<file path="src/rtl/generador_cuenta_vga.sv">
// generador_cuenta_vga: VGA timing generator.
// Divides the system clock down to a pixel tick and runs the horizontal and
// vertical pixel counters. It also produces registered hsync/vsync/video_on
// signals and a one-clock end-of-frame pulse.
//
// Ports:
//   clk        in   system clock; all logic runs on its rising edge
//   reset      in   synchronous, active-high; takes priority over enable
//   enable     in   1 = run, 0 = freeze the divider, counters and decodes
//   cuenta     out  horizontal pixel count, 0..H_TOTAL-1
//   cuenta_v   out  vertical line count, 0..V_TOTAL-1
//   pixel_tick out  one-clock pulse per pixel period
//   hsync      out  horizontal sync, active low
//   vsync      out  vertical sync, active low
//   video_on   out  high inside the visible region
//   fin_cuadro out  one-clock pulse on the last pixel of a frame
module generador_cuenta_vga #(
  parameter int unsigned CLK_DIV   = 4,
  parameter int unsigned H_VISIBLE = 640,
  parameter int unsigned H_FRONT   = 16,
  parameter int unsigned H_SYNC    = 96,
  parameter int unsigned H_BACK    = 48,
  parameter int unsigned V_VISIBLE = 480,
  parameter int unsigned V_FRONT   = 10,
  parameter int unsigned V_SYNC    = 2,
  parameter int unsigned V_BACK    = 33
) (
  input  logic       clk,
  input  logic       reset,
  input  logic       enable,
  output logic [9:0] cuenta,
  output logic [9:0] cuenta_v,
  output logic       pixel_tick,
  output logic       hsync,
  output logic       vsync,
  output logic       video_on,
  output logic       fin_cuadro
);

  localparam int unsigned H_TOTAL = H_VISIBLE + H_FRONT + H_SYNC + H_BACK;
  localparam int unsigned V_TOTAL = V_VISIBLE + V_FRONT + V_SYNC + V_BACK;
  localparam int unsigned DIV_W   = (CLK_DIV > 1) ? $clog2(CLK_DIV) : 1;

  localparam logic [DIV_W-1:0] DIV_LAST = DIV_W'(CLK_DIV - 1);
  localparam logic [9:0] H_LAST   = 10'(H_TOTAL - 1);
  localparam logic [9:0] V_LAST   = 10'(V_TOTAL - 1);
  localparam logic [9:0] H_VIS    = 10'(H_VISIBLE);
  localparam logic [9:0] V_VIS    = 10'(V_VISIBLE);
  localparam logic [9:0] HS_FIRST = 10'(H_VISIBLE + H_FRONT);
  localparam logic [9:0] HS_LAST  = 10'(H_VISIBLE + H_FRONT + H_SYNC - 1);
  localparam logic [9:0] VS_FIRST = 10'(V_VISIBLE + V_FRONT);
  localparam logic [9:0] VS_LAST  = 10'(V_VISIBLE + V_FRONT + V_SYNC - 1);

  logic [DIV_W-1:0] div_q, div_d;
  logic [9:0]       h_q, h_d;
  logic [9:0]       v_q, v_d;
  logic             hsync_q, hsync_d;
  logic             vsync_q, vsync_d;
  logic             video_q, video_d;
  logic             tick;

  assign tick = enable & ~reset & (div_q == DIV_LAST);

  always_comb begin
    div_d = div_q;
    h_d   = h_q;
    v_d   = v_q;
    if (enable) begin
      div_d = (div_q == DIV_LAST) ? '0 : div_q + DIV_W'(1);
    end
    if (tick) begin
      if (h_q == H_LAST) begin
        h_d = '0;
        v_d = (v_q == V_LAST) ? '0 : v_q + 10'd1;
      end else begin
        h_d = h_q + 10'd1;
      end
    end
    // Decoded from the next-state counts so the registered syncs line up
    // with the counters on the same cycle.
    hsync_d = ~((h_d >= HS_FIRST) && (h_d <= HS_LAST));
    vsync_d = ~((v_d >= VS_FIRST) && (v_d <= VS_LAST));
    video_d = (h_d < H_VIS) && (v_d < V_VIS);
  end

  // When enable=0 the next-state counts equal the held counts, so the decode
  // registers reload identical values, except on the first edge after reset,
  // where video_on rises because the counts sit at (0,0).
  always_ff @(posedge clk) begin
    if (reset) begin
      div_q   <= '0;
      h_q     <= '0;
      v_q     <= '0;
      hsync_q <= 1'b1;
      vsync_q <= 1'b1;
      video_q <= 1'b0;
    end else begin
      div_q   <= div_d;
      h_q     <= h_d;
      v_q     <= v_d;
      hsync_q <= hsync_d;
      vsync_q <= vsync_d;
      video_q <= video_d;
    end
  end

  assign cuenta     = h_q;
  assign cuenta_v   = v_q;
  assign pixel_tick = tick;
  assign hsync      = hsync_q;
  assign vsync      = vsync_q;
  assign video_on   = video_q;
  assign fin_cuadro = tick & (h_q == H_LAST) & (v_q == V_LAST);

endmodule

</file>
<file path="config.mk">
export PLATFORM = sky130hd
export DESIGN_NAME = generador_cuenta_vga
export DESIGN_NICKNAME = d
export VERILOG_FILES = /design/src/rtl/generador_cuenta_vga.sv
export SDC_FILE = /design/constraint.sdc
export NUM_CORES = 1
export LEC_CHECK = 0
export ABC_AREA = 1
export CORE_UTILIZATION = 50
export DETAILED_ROUTE_END_ITERATION = 16
export DONT_BUFFER_PORTS = 1
export GPL_TIMING_DRIVEN = 0
export PLACE_DENSITY = 0.72
export SYNTH_ARGS = -nofsm -noshare
export SYNTH_HDL_FRONTEND = slang
export SYNTH_SLANG_ARGS = --single-unit
</file>
<file path="constraint.sdc">
create_clock -name clk -period 2.28 [get_ports clk]
set_clock_uncertainty 0.2 [all_clocks]
set_input_delay 0.456 -clock clk [delete_from_list [all_inputs] [get_ports clk]]
set_output_delay 0.456 -clock clk [all_outputs]
set_load 0.01 [all_outputs]
</file>
==> results.py, run 1 <==
metrics = {
    "global_route": {
        "grt_pass1_wl_um": 5710,
        "grt_max_degree": 16,
        "grt_usage_pct": 22.5,
        "antenna_found_initial": 0,
        "grt_pass1_vias": 1328,
        "grt-ovfl-total": 0,
    },
    "power_and_ir_drop": {
        "power_frac_seq_pct": 65.3,
        "p_per_area_nw_per_um2": 406,
        "pwr-share-clk_pct": 31.2,
        "cell_internal_pwr_mw": 0.517,
        "power_frac_comb_pct": 3.6,
        "power.leakage_nw": 0.767,
        "p_switching_mw": 0.165,
        "p_sw_share_pct": 24.2,
        "ir_worst_vdd_v": 0.000256,
    },
    "outcome": {
        "violations": "design-rule violations",
        "status": "finished with violations",
    },
    "clock_network": {
        "cts.clk_slew.worst_paths_ps": 160,
        "h-tree-depth": 1,
        "cts_tree": "built",
        "cts_sinks": 25,
        "clock_latency_ps": 330,
        "cts_inserted_buffers": 3,
        "cts.path.max_buffers": 2,
        "ctsHoldBuffers": 0,
        "clockRootBuffer": "clkbuf_4",
    },
    "timing": {
        "timing.final.crit_share_pct": 95.2,
        "max_freq_mhz": 461,
        "setup_viol": 0,
        "drv_slew": 0,
        "hold-worst-slack_ps": 21.6,
        "worst_slew_pin_slew_ps": 506,
        "final_hold_viol_count": 0,
        "final.min_clock_period_ps": 2170,
        "slew_headroom_pct": 66.3,
        "rsz0062_at_grt": "no",
    },
    "layout": {
        "antennaDiodeCount": 0,
        "drive_above_1_share_pct": 16.7,
        "fin_nets": 260,
        "syn_to_final_growth_pct": 11.9,
        "final_cell_count_no_fill": 283,
        "fillers": 275,
        "regArea_um2": 517,
        "mostFrequentLayoutCells": "nand2_1 (64), inv_1 (35), nor2_1 (35)",
        "multi_input_area_um2": 863,
        "final_common_cell": "nand2_1",
    },
    "logic_synthesis": {
        "ys_types": 25,
        "syn_avg_cell_area_um2": 6.25,
        "seq_area_frac_synth_pct": 33.4,
        "syn_inst": 240,
        "syn_area_um2": 1500,
        "yosysWarnings": 0,
        "synth_nets": 247,
        "async_flop_share_pct": 0,
        "ys.flop_type": "dfxtp_1",
        "ys_seq_elements": 25,
        "synth_edf_count": 0,
    },
    "detailed_routing": {
        "routed_wl_um": 3380,
        "firstDrtPassIters": 10,
        "viasPerCell": 5.19,
        "via_count": 1469,
        "drtIter0Drc": 87,
        "detail_route.wl_per_cell_um": 11.9,
        "drc": 2,
        "ant_nets": 0,
    },
    "critical_path": {
        "path_cells": "ha_4, nand2_2, nor2_4, buf_4, buf_4, clkbuf_4",
        "slowest_stage": "dfxtp_2",
        "crit_arrival_ps": 1510,
        "critPathMostFrequentCell": "buf_4",
        "crit_type": "reg2out",
        "cp-start-kind": "flip-flop",
        "path_max_fanout": 10,
        "cp-end-kind": "output pin",
        "cp.required_ps": 1620,
        "critPathMaxStageDelay_ps": 380,
    },
    "placed_design": {
        "hpwl_um": 2490,
        "gp_congestion": 0.860,
        "port_buffers": 0,
        "dp_cells": 271,
    },
    "floorplanning": {
        "die_y_um": 56.8,
        "dieArea_um2": 3220,
        "start_util_pct": 53.4,
        "rows": 19,
        "core_area_um2": 2810,
        "io_pins": 28,
        "die_x_um": 56.8,
    },
    "run": {
        "drv_cap": 0,
    },
    "worst_hold_path": {
        "holdCritPathClass": "in2reg",
    },
}
power groups by stage:
stage / Combinational, mW / Clock [mW] / Sequential, mW
detailed placement: 0.0210 / 0 / 0.454
CTS: 0.0239 / 0.221 / 0.445
global placement: 0.0210 / 0 / 0.454
finish: 0.0244 / 0.213 / 0.445
floorplan: 0.0158 / 0 / 0.454
global route: 0.0292 / 0.236 / 0.446
metal layers:
metal  part of all wire [%]  track usage [%]  up-vias
met5                      0                0        -
met4                   0.59             7.32        0
met3                    3.9             3.00        2
met2                     46             36.2       23
met1                     49             31.0      657
li1                       -                -      787
registers in the layout, indices dropped and copies added, names as in the netlist:
register	cells
div_q	2
cuenta_v	10
hsync	1
vsync	1
cuenta	10
video_on	1
Yosys cell counts (4+ instances only):
cell,number,area share [%]
nand2_1,66,17
inv_1,37,9.3
nor2_1,37,9.3
dfxtp_1,25,33
nand3_1,24,8.0
nand4_1,11,4.6
a21oi_1,9,3.0
ha_1,4,3.3
nor3_1,4,1.3
per-stage QoR:
| step | utilization [%] | setup WS [ps] | TNS [ps] | power [mW] | area, um2 |
|---|---|---|---|---|---|
| floorplan | - | 350 | 0 | 0.469 | 1500 |
| global placement | 54.8 | 4.40 | 0 | 0.475 | 1540 |
| detailed placement | 54.8 | -29.5 | -57.8 | 0.475 | 1540 |
| CTS | 57.7 | 3.03 | 0 | 0.690 | 1620 |
| global route | 59.8 | 10.3 | 0 | 0.711 | 1680 |
| finish | 59.8 | 110 | 0 | 0.682 | 1680 |
area by class of cell:
type,count,area share (%)
buffer,4,1.57
clock buffer,3,1.34
clock inverter,1,0.447
inverter,38,8.50
multi-input combinational,173,51.5
sequential,25,30.8
tap,31,2.31
timing repair buffer,8,3.58
kinds of logic (layout without fill, tap and decap cells):
kind of cell             after synthesis  count (layout)  synth area share [%]
AND/OR/NAND/NOR                      151             151                  45.2
flip-flops                            25              25                  33.4
adder cells (fa/ha/maj)                4               4                  3.34
XOR/XNOR                               2               2                  1.17
buffers and inverters                 42              54                  11.1
AO/OA/AOI/OAI                         16              16                  5.76
worst paths after layout:
kind              slack [ps]      start    endpoint  depth (start not counted)
setup reg to reg         130  cuenta[0]    video_on                         10
setup / recovery         110   div_q[0]  pixel_tick                          6
hold / removal            20      reset       hsync                          2
hold reg to reg          340  cuenta[1]   cuenta[1]                          2
what timing repair did:
item                                    in CTS  in global routing
endpoints found under the setup margin       3                  5
resized for setup                            5                 18
pin swaps                                    3                  4
setup buffers                                6                  2
critical path: cells and delay by family, from the launching register on:
family                   cells  cell delay, ps
buffers and inverters        3             470
AND/OR/NAND/NOR              2             190
flip-flops                   1             380
adder cells (fa/ha/maj)      1             140
(Power assumes the default switching activity.)
==> run 2, diff against run 1 <==
--- a/config.mk
+++ b/config.mk
@@ -6,6 +6,7 @@
 export NUM_CORES = 1
 export LEC_CHECK = 0
 export ABC_AREA = 1
+export CORE_MARGIN = 5
 export CORE_UTILIZATION = 50
 export DETAILED_ROUTE_END_ITERATION = 16
 export DONT_BUFFER_PORTS = 1
==> run 2 against run 1 <==
Effect of this change:
- the flow now finishes without violations
- fmax increased by 0.89%
- wire length up 4.4%
- via count increased by 1.6%
- final area up 0.52%
- worst hold slack improved by 79 ps
- sequential cell count unchanged
- critical path depth stayed put
- register-to-register slack better by 70 ps
- critical endpoint is now fin_cuadro
- largest cell class unchanged
==> results.py, run 2 (synthesis results as in run 1) <==
metrics = {
    "worst_hold_path": {
        "hp-start": "enable",
        "whs_endpoint": "div_q[1]",
        "holdCritPathClass": "in2reg",
        "worstHoldPathCells": 2,
    },
    "floorplanning": {
        "dieArea_um2": 4190,
        "start_util_pct": 53.4,
        "core_area_um2": 2810,
        "io_pins": 28,
        "rows": 19,
        "die_x_um": 64.8,
        "die_y_um": 64.8,
    },
    "detailed_routing": {
        "detail_route.wl_per_cell_um": 12.4,
        "via_count": 1492,
        "routed_wl_um": 3530,
        "drtIter0Drc": 76,
        "firstDrtPassIters": 4,
        "drc": 0,
        "ant_nets": 0,
        "viasPerCell": 5.25,
    },
    "clock_network": {
        "cts_tree": "built",
        "cts_sinks": 25,
        "cts.path.max_buffers": 2,
        "cts_inserted_buffers": 3,
        "clock_latency_ps": 320,
        "h-tree-depth": 1,
        "clockRootBuffer": "clkbuf_4",
        "cts.clk_slew.worst_paths_ps": 140,
    },
    "layout": {
        "drive_above_1_share_pct": 16.6,
        "mostFrequentLayoutCells": "nand2_1 (64), inv_1 (35), nor2_1 (34)",
        "fin_nets": 261,
        "syn_to_final_growth_pct": 12.5,
        "final_cell_count_no_fill": 284,
        "final_common_cell": "nand2_1",
        "antennaDiodeCount": 0,
    },
    "global_route": {
        "grt-ovfl-total": 0,
        "grt_usage_pct": 18.2,
        "grt_pass1_wl_um": 6090,
        "antenna_found_initial": 0,
        "grt_max_degree": 16,
        "grt_pass1_vias": 1382,
    },
    "placed_design": {
        "hpwl_um": 2610,
        "gp_congestion": 0.805,
        "dp_cells": 271,
        "port_buffers": 0,
    },
    "critical_path": {
        "crit_arrival_ps": 1500,
        "cp-start-kind": "flip-flop",
        "crit_type": "reg2out",
        "cp-end-kind": "output pin",
        "reg2regPathDepth": 11,
        "path_max_fanout": 5,
        "cp.required_ps": 1620,
        "cp-startpoint": "cuenta_v[3]",
        "r2r_setup_slack_ps": 200,
        "reg2reg_to": "hsync",
        "reg2reg_from": "cuenta[0]",
    },
    "run": {
        "drv_cap": 0,
    },
    "timing": {
        "setup_viol": 0,
        "hold-worst-slack_ps": 101,
        "slew_headroom_pct": 63.4,
        "max_freq_mhz": 465,
        "worst_slew_pin_slew_ps": 550,
        "final.min_clock_period_ps": 2150,
        "final_hold_viol_count": 0,
        "drv_slew": 0,
        "timing.final.crit_share_pct": 94.4,
    },
    "power_and_ir_drop": {
        "ir_worst_vdd_v": 0.000422,
        "p_per_area_nw_per_um2": 402,
        "totalPowerFinal_mw": 0.678,
        "power.leakage_nw": 0.766,
    },
    "outcome": {
        "status": "completed",
    },
}
==> run 2: per-layer routing <==
| layer | wire length [um] | vias up | track usage, % |
|---|---|---|---|
| met1 | 1690 | 669 | 23.7 |
| met4 | 46 | 0 | 4.49 |
| met3 | 197 | 6 | 5.01 |
| li1 | - | 787 | - |
| met5 | 0 | - | 0 |
| met2 | 1590 | 30 | 29.6 |
==> run 2: critical path, stage by stage, from the launching register on <==
cell      delay [ps]
dfxtp_1          490
nand2_1          140
nor2_1           120
nand3b_1         170
inv_2            100
nand2_2           60
inv_2             90
==> run 2: power breakdown <==
group	total (mW)	internal, mW	switching (mW)
clock network	0.205	0.0671	0.138
registers	0.444	0.440	0.00487
logic	0.0280	0.0117	0.0163
total	0.678	0.518	0.159
==> run 2: cell type report <==
type | count | area (um2)
buffer | 3 | 12.5
clock buffer | 3 | 22.5
sequential | 25 | 518
multi-input combinational | 173 | 867
fill | 276 | 1120
timing repair buffer | 10 | 77.6
tap | 31 | 38.8
clock inverter | 1 | 7.51
inverter | 38 | 143
==> run 2: timing repair <==
action	CTS	global route
buffers inserted	3	6
setup endpoints to repair	3	5
hold endpoints to repair	0	1
resized for setup	6	17
hold buffers	0	1
pin swaps	2	5
==> run 2: worst max path at each step <==
stage            endpoint  slack [ps]  cells after the start
2_1_floorplan    video_on         350                     12
3_3_place_gp     video_on          -2                     10
3_5_place_dp     video_on         -30                     10
4_1_cts        fin_cuadro           4                      8
5_1_grt        fin_cuadro         -40                      8
6_report       fin_cuadro         130                      6
==> run 2: per-stage QoR <==
step	util (%)	setup WS [ps]	cell area, um2	TNS, ps
finish	60.1	129	1690	0
detailed placement	54.8	-25.1	1540	-49.5
floorplan	-	350	1500	0
CTS	57.0	4.00	1600	0
global route	60.1	-37.5	1690	-37.5
global placement	54.8	-1.89	1540	-1.89
==> run 3, diff against run 2 <==
--- a/config.mk
+++ b/config.mk
@@ -12,6 +12,7 @@
 export DONT_BUFFER_PORTS = 1
 export GPL_TIMING_DRIVEN = 0
 export PLACE_DENSITY = 0.72
+export SLEW_MARGIN = 30
 export SYNTH_ARGS = -nofsm -noshare
 export SYNTH_HDL_FRONTEND = slang
 export SYNTH_SLANG_ARGS = --single-unit
==> results of run 3 <==
The final DEF is identical to that of run 2; final timing and power are the same.
